File: src/rtl/adder_bist.sv
// adder_bist: clocked exhaustive self-test of a WIDTH-bit add/subtract unit.
// Sweeps every {m,a,b} vector, compares the adder's response to a golden sum, and reports the results.
module adder_bist #(
  parameter int WIDTH  = 4,
  parameter int SETTLE = 1
) (
  input  logic               clk,
  input  logic               rst,
  input  logic               start,
  output logic [WIDTH-1:0]   a_o,
  output logic [WIDTH-1:0]   b_o,
  output logic               m_o,
  input  logic [WIDTH-1:0]   s_i,
  input  logic               cout_i,
  output logic               busy,
  output logic               done,
  output logic               pass,
  output logic [2*WIDTH+1:0] err_count,
  output logic [2*WIDTH:0]   first_fail
);
  localparam int IW = 2*WIDTH+1;
  localparam int CW = SETTLE > 1 ? $clog2(SETTLE) : 1;
  typedef enum logic [1:0] {IDLE, APPLY, CHECK, DONE} state_t;
  state_t state, state_n;
  logic [IW-1:0] idx;
  logic [CW-1:0] cnt;
  logic [WIDTH:0] gold;
  logic mismatch, last, settled, accept;
  assign {m_o, a_o, b_o} = idx;
  // Subtract is a + ~b + 1 so cout reads as "no borrow".
  assign gold = {1'b0, a_o} + {1'b0, m_o ? ~b_o : b_o} + (WIDTH+1)'(m_o);
  assign mismatch = {cout_i, s_i} != gold;
  assign last = &idx;
  assign settled = cnt == CW'(SETTLE-1);
  assign accept = (state == IDLE || state == DONE) && start;
  assign busy = state == APPLY || state == CHECK;
  assign done = state == DONE;
  assign pass = done && err_count == '0;
  always_ff @(posedge clk)
    if (rst) state <= IDLE;
    else state <= state_n;
  always_comb begin
    state_n = state;
    if (accept) state_n = APPLY;
    else if (state == APPLY && settled) state_n = CHECK;
    else if (state == CHECK) state_n = last ? DONE : APPLY;
  end
  always_ff @(posedge clk)
    if (rst || accept) begin
      idx        <= '0;
      cnt        <= '0;
      err_count  <= '0;
      first_fail <= '0;
    end else if (state == APPLY) begin
      cnt <= settled ? '0 : cnt + 1'b1;
    end else if (state == CHECK) begin
      if (mismatch) begin
        err_count <= err_count + 1'b1;
        if (err_count == '0) first_fail <= idx;
      end
      if (!last) idx <= idx + 1'b1;
    end
endmodule

File: config.mk
export PLATFORM = sky130hd
export DESIGN_NAME = adder_bist
export DESIGN_NICKNAME = d
export VERILOG_FILES = /design/src/rtl/adder_bist.sv
export SDC_FILE = /design/constraint.sdc
export NUM_CORES = 1
export LEC_CHECK = 0
export CORE_MARGIN = 4
export CORE_UTILIZATION = 40
export CTS_BUF_LIST = sky130_fd_sc_hd__clkbuf_8
export DETAILED_ROUTE_END_ITERATION = 7
export PLACE_DENSITY = 0.66
export SYNTH_ARGS = -nofsm -noshare
export SYNTH_HDL_FRONTEND = slang
export SYNTH_SLANG_ARGS = --single-unit
File: constraint.sdc
create_clock -name clk -period 4.9 [get_ports clk]
set_input_delay 0.735 -clock clk [delete_from_list [all_inputs] [get_ports clk]]
set_output_delay 0.735 -clock clk [all_outputs]
set_load 0.02 [all_outputs]
After elaboration in Yosys (flattened, before gate mapping)

Index checks and enable logic that the tools add are counted.

Output and inout bits: 31
Input bits: 8
Register bits after elaboration: 31

$add $sub $neg: 5
Reductions and logical operators: 15
Bitwise gates (word level): 4
Multiplexer cells: 6
Equal/unequal tests: 4

Operator list:

| operator              | number |
|---|---|
| $add 10x1->10 const B | 1 |
| $logic_not 10->1      | 1 |
| $add 9x1->9 const B   | 1 |
| $reduce_and 9->1      | 1 |
| $mux 2                | 3 |
| $reduce_and 3->1      | 2 |
| $add 4x4->5           | 1 |
| $add 5x1->5           | 1 |
| $ne 5x5->1            | 1 |
| $eq 2x2->1 const B    | 2 |
| $mux 4                | 1 |
| $not 4->4             | 1 |
| $reduce_and 4->1      | 1 |
| $logic_and 1x1->1     | 3 |
| $logic_or 1x1->1      | 3 |
| $not 1->1             | 3 |
| $reduce_bool 3->1     | 1 |
| $eq 2x1->1 const B    | 1 |
| $logic_not 2->1       | 1 |
| $mux 1                | 2 |
| $reduce_bool 2->1     | 1 |
| $reduce_or 2->1       | 1 |
| $add 1x1->1 const B   | 1 |

Logic depth before layout (Yosys ltp)

Depth in word-level cells: 6
Mapped depth: 11
Mapped depth without buffers: 9

Worst setup path after synthesis

Ideal clock, no wire load.

Path kind: register to register
From: register idx[8]
To: register err_count[7]
Path buffers: 2
Path slack: 2281 ps
Arrival: 2549 ps
Cell stages (with the launch flop): 12
Cell sequence: dfxtp_1 buf_2 xor2_1 inv_1 fa_1 nor2b_4 a221oi_2 xnor2_1 o31ai_2 buf_6 or3_1 a21oi_1

Word-level cells in the longest chain between the ends: 5

RTL lines:

| element                      | line | source |
|---|---|---|
| from (decl)                  | 25   | `logic [IW-1:0] idx;` |
| from (signal assigned)       | 61   | `if (!last) idx <= idx + 1'b1;` |
| $mux 4                       | 31   | `assign gold = {1'b0, a_o} + {1'b0, m_o ? ~b_o : b_o} + (WIDTH+1)'(m_o);` |
| $add 4x4->5                  | 31   |  |
| $add 5x1->5 *                | 31   |  |
| $ne 5x5->1 *                 | 32   | `assign mismatch = {cout_i, s_i} != gold;` |
| $reduce_and 3->1 (no line) * | -    |  |
| to (signal assigned)         | 58   | `err_count <= err_count + 1'b1;` |
| to (decl)                    | 18   | `output logic [2*WIDTH+1:0] err_count,` |

Mark *: on every way between the ends. The rest lies on a longest branch, timed or not.
A chain may end at the register's enable or synchronous reset.

Final worst setup path

From: register idx[0]
To: register first_fail[1]

Word-level cells in the longest chain between the ends: 6

RTL lines:

| element                      | line | source |
|---|---|---|
| $not 4->4                    | 31   |  |
| $mux 4 *                     | 31   |  |
| $add 4x4->5 *                | 31   |  |
| $add 5x1->5 *                | 31   |  |
| $ne 5x5->1 *                 | 32   |  |
| $reduce_and 4->1 (no line) * | -    |  |
| to (signal assigned)         | 59   | `if (err_count == '0) first_fail <= idx;` |
| to (decl)                    | 19   | `output logic [2*WIDTH:0] first_fail` |

Marks and branches as above.

==> out/qor.yml <==
die:
  start_util_pct: 41.57
  die_w_um: 72.48
  dieArea_sq_um: 5253
  pin_count: 39
  die_h_um: 72.48
  fp.coreArea_sq_um: 4000
  rows: 23
worst_setup_path:
  startpoint_type: "register"
  crit_type: "reg2reg"
  critPathSlowestCell: "o311ai_2"
  cp_top_family: "compound AO/OA/AOI/OAI gates"
  max_stage_delay_ns: 1.02
  crit_chain: "mux2i_4 > fa_1 > xor2_1 > nand3_1 > o311ai_2 > mux2i_1 > nor2_1"
  cp_data_arrival_time_ns: 3.36
  critPathRequiredTime_ns: 5.04
  crit_path_end_kind: "register"
  critPathBufInv: 0
  crit_fanout: 9
sta:
  clock_skew_ns: 0.006300
  relSlewSlack_pct: 23.42
  fmax_mhz: 310.1
  period_share_pct: 65.80
  tightest_slew_ns: 1.147
  final_hold_viol_count: 0
  drv_slew: 0
  period_minus_slack_ns: 3.224
  setup_viol: 0
  rsz0062_at_grt: "no"
  finalSetupTns_ns: 0
detailed_routing:
  routed_wl_um: 3384
  wire_per_inst_um: 12.63
  highest_layer: "met4"
  drt_iter0_drc: 54
  routedLengthMet1_um: 1685
  num_vias: 1358
  wl_met3_um: 200
  wl_met2_um: 1433
  drtPass1Iterations: 4
  viasPerCell: 5.067
  route.detailed.drc: 0
  ant_nets: 0
pwr:
  sequentialPowerShare_pct: 41.4
  p_int_mw: 0.4370
  peakVddDrop_mv: 0.2972
  p_comb_share_pct: 30.5
  power.density_nw_per_um2: 308.3
  p_switching_mw: 0.2175
  pwr-share-clk_pct: 28.1
  switching_share_pct: 33.23
  p_leak_nw: 0.8215
global_route:
  grt_usage_pct: 14.25
  grt_max_degree: 27
  grt_overflow: 0
  grt_pass1_wl_um: 5851
  antenna_found_initial: 0
  grt_pass1_vias: 1306
final_layout:
  drive_gt1_share_pct: 6.422
  syn_to_final_growth_pct: 27.69
  n_antenna_cell: 0
  final_area_sq_um: 2123
  fin_nets: 238
logic_synthesis:
  netlist_top_cells_area: "dfxtp_1, ha_1, mux2i_1, nor2_1, xor2_1"
  syn_inst: 182
  yosysWarnings: 0
  synth_area_sq_um: 1663
  synth-seq-cells: 30
  synth_top_area_share_pct: 36.12
  synth_top_area_cell: "dfxtp_1"
  synth_seq_area_share_pct: 36.12
  async_reset_ff_share_pct: 0
  yosysMostFrequentCell: "dfxtp_1"
  yosysUniqueCellTypes: 37
  synth_commonest_cells: "dfxtp_1, nor2_1, mux2i_1"
  synth_edf_count: 0
  syn_avg_cell_area_sq_um: 9.137
  syn_nets: 202
  synth_ff_type: "dfxtp_1"
placement:
  gp_congestion: 0.8087
  dp_hpwl_um: 2505
  io_buffers: 38
  place_area_sq_um: 2044
clock_tree:
  htree_levels: 2
  post_cts_buffers: 0
  clk_path_buf_depth: 2
  cts_buffers: 5
  clk_pin_slew_ns: 0.06
  cts_sinks: 30
  root_buffer: "clkbuf_8"
  cts_resized: 0
  clk_latency_ns: 0.28
  cts_tree: "done"
  holdBufCountCts: 0
outcome:
  outcome: "complete, no violations"
job:
  cap_violations: 0
worst_hold_path:
  hold_class: "reg2reg"
sequential cells by signal, summed over array words and instances (netlist names):
register,count
first_fail,9
state,2
idx,9
err_count,10
path summary, 6_finish.rpt:
check	start	cells after the start	slack [ns]	to
min	first_fail[5]	2	0.49	first_fail[5]
max	idx[0]	7	1.68	first_fail[1]
max reg2reg	idx[0]	7	1.68	first_fail[1]
min reg2reg	first_fail[5]	2	0.49	first_fail[5]
worst register-to-register path, stage by stage (launching register included):
cell and delay (ns):
dfxtp_1 0.58, mux2i_4 0.34, fa_1 0.46, xor2_1 0.17
nand3_1 0.17, o311ai_2 1.02, mux2i_1 0.29, nor2_1 0.06
stage by stage:
| stage | setup slack (ns) | util (%) | hold WS (ns) | total power, mW | std cells |
|---|---|---|---|---|---|
| 5_1_grt | 1.442 | 53.08 | 0.5310 | 0.6974 | 268 |
| 6_report | 1.676 | 53.08 | 0.4936 | 0.6546 | 268 |
| 3_5_place_dp | 1.677 | 51.11 | 0.4898 | 0.4782 | 261 |
| 4_1_cts | 1.678 | 53.08 | 0.5048 | 0.6671 | 268 |
| 3_3_place_gp | 1.705 | 51.11 | 0.4804 | 0.4776 | 261 |
| 2_1_floorplan | 2.281 | - | 0.5035 | 0.4260 | 182 |
cell type report:
cell class | instances | area [sq um]
Clock inverter | 2 | 10.01
Tap cell | 50 | 62.56
Multi-Input combinational cell | 135 | 970.9
Timing Repair Buffer | 38 | 380.4
Fill cell | 395 | 1877
Inverter | 8 | 30.03
Sequential cell | 30 | 600.6
Clock buffer | 5 | 68.82
power by group through the flow:
stage / clock network (mW) / logic, mW / registers (mW)
final: 0.184 / 0.200 / 0.271
after global routing: 0.200 / 0.224 / 0.273
after CTS: 0.193 / 0.204 / 0.270
after detailed placement: 0 / 0.202 / 0.276
after global placement: 0 / 0.202 / 0.276
after floorplan: 0 / 0.152 / 0.274
per-layer routing:
metal  track usage (%)  vias to the layer above
li1                  -                      704
met1             19.81                      613
met2             20.93                       37
met3             3.047                        4
met4             6.762                        0
met5                 0                        -
cell families (layout without fill, tap and decap cells):
group                    count (synthesis)  in the layout  synth area share [%]
AND/OR/NAND/NOR                         63             63                 18.89
flip-flops                              30             30                 36.12
multiplexers                            14             14                 9.179
buffers and inverters                   17             53                 5.492
XOR/XNOR                                16             16                 8.879
AO/OA/AOI/OAI                           30             30                 11.96
adder cells (fa/ha/maj)                 12             12                 9.481
placed cells by master, fill, tap and decap left out:
master,count
nand4_1,4
xnor2_1,6
clkdlybuf4s50_1,38
a211o_1,1
nor2b_4,1
nand2_1,11
o21ai_2,1
clkinv_2,2
and2_1,1
o21ai_0,9
nand3b_1,1
a211oi_1,2
nor2b_1,1
a221oi_2,1
and3_1,3
inv_1,8
xor2_1,9
nor4_1,2
or3_1,9
nor2_1,21
nand3_1,5
dfxtp_1,30
a21o_1,1
o31ai_2,1
ha_1,11
mux2i_1,13
mux2i_4,1
a21oi_1,11
fa_1,1
nand2b_1,2
xnor2_2,1
o211ai_1,1
clkbuf_8,5
o311ai_2,1
nor3_1,2
o31ai_1,1
No activity file was read; power rests on OpenSTA's default activity.
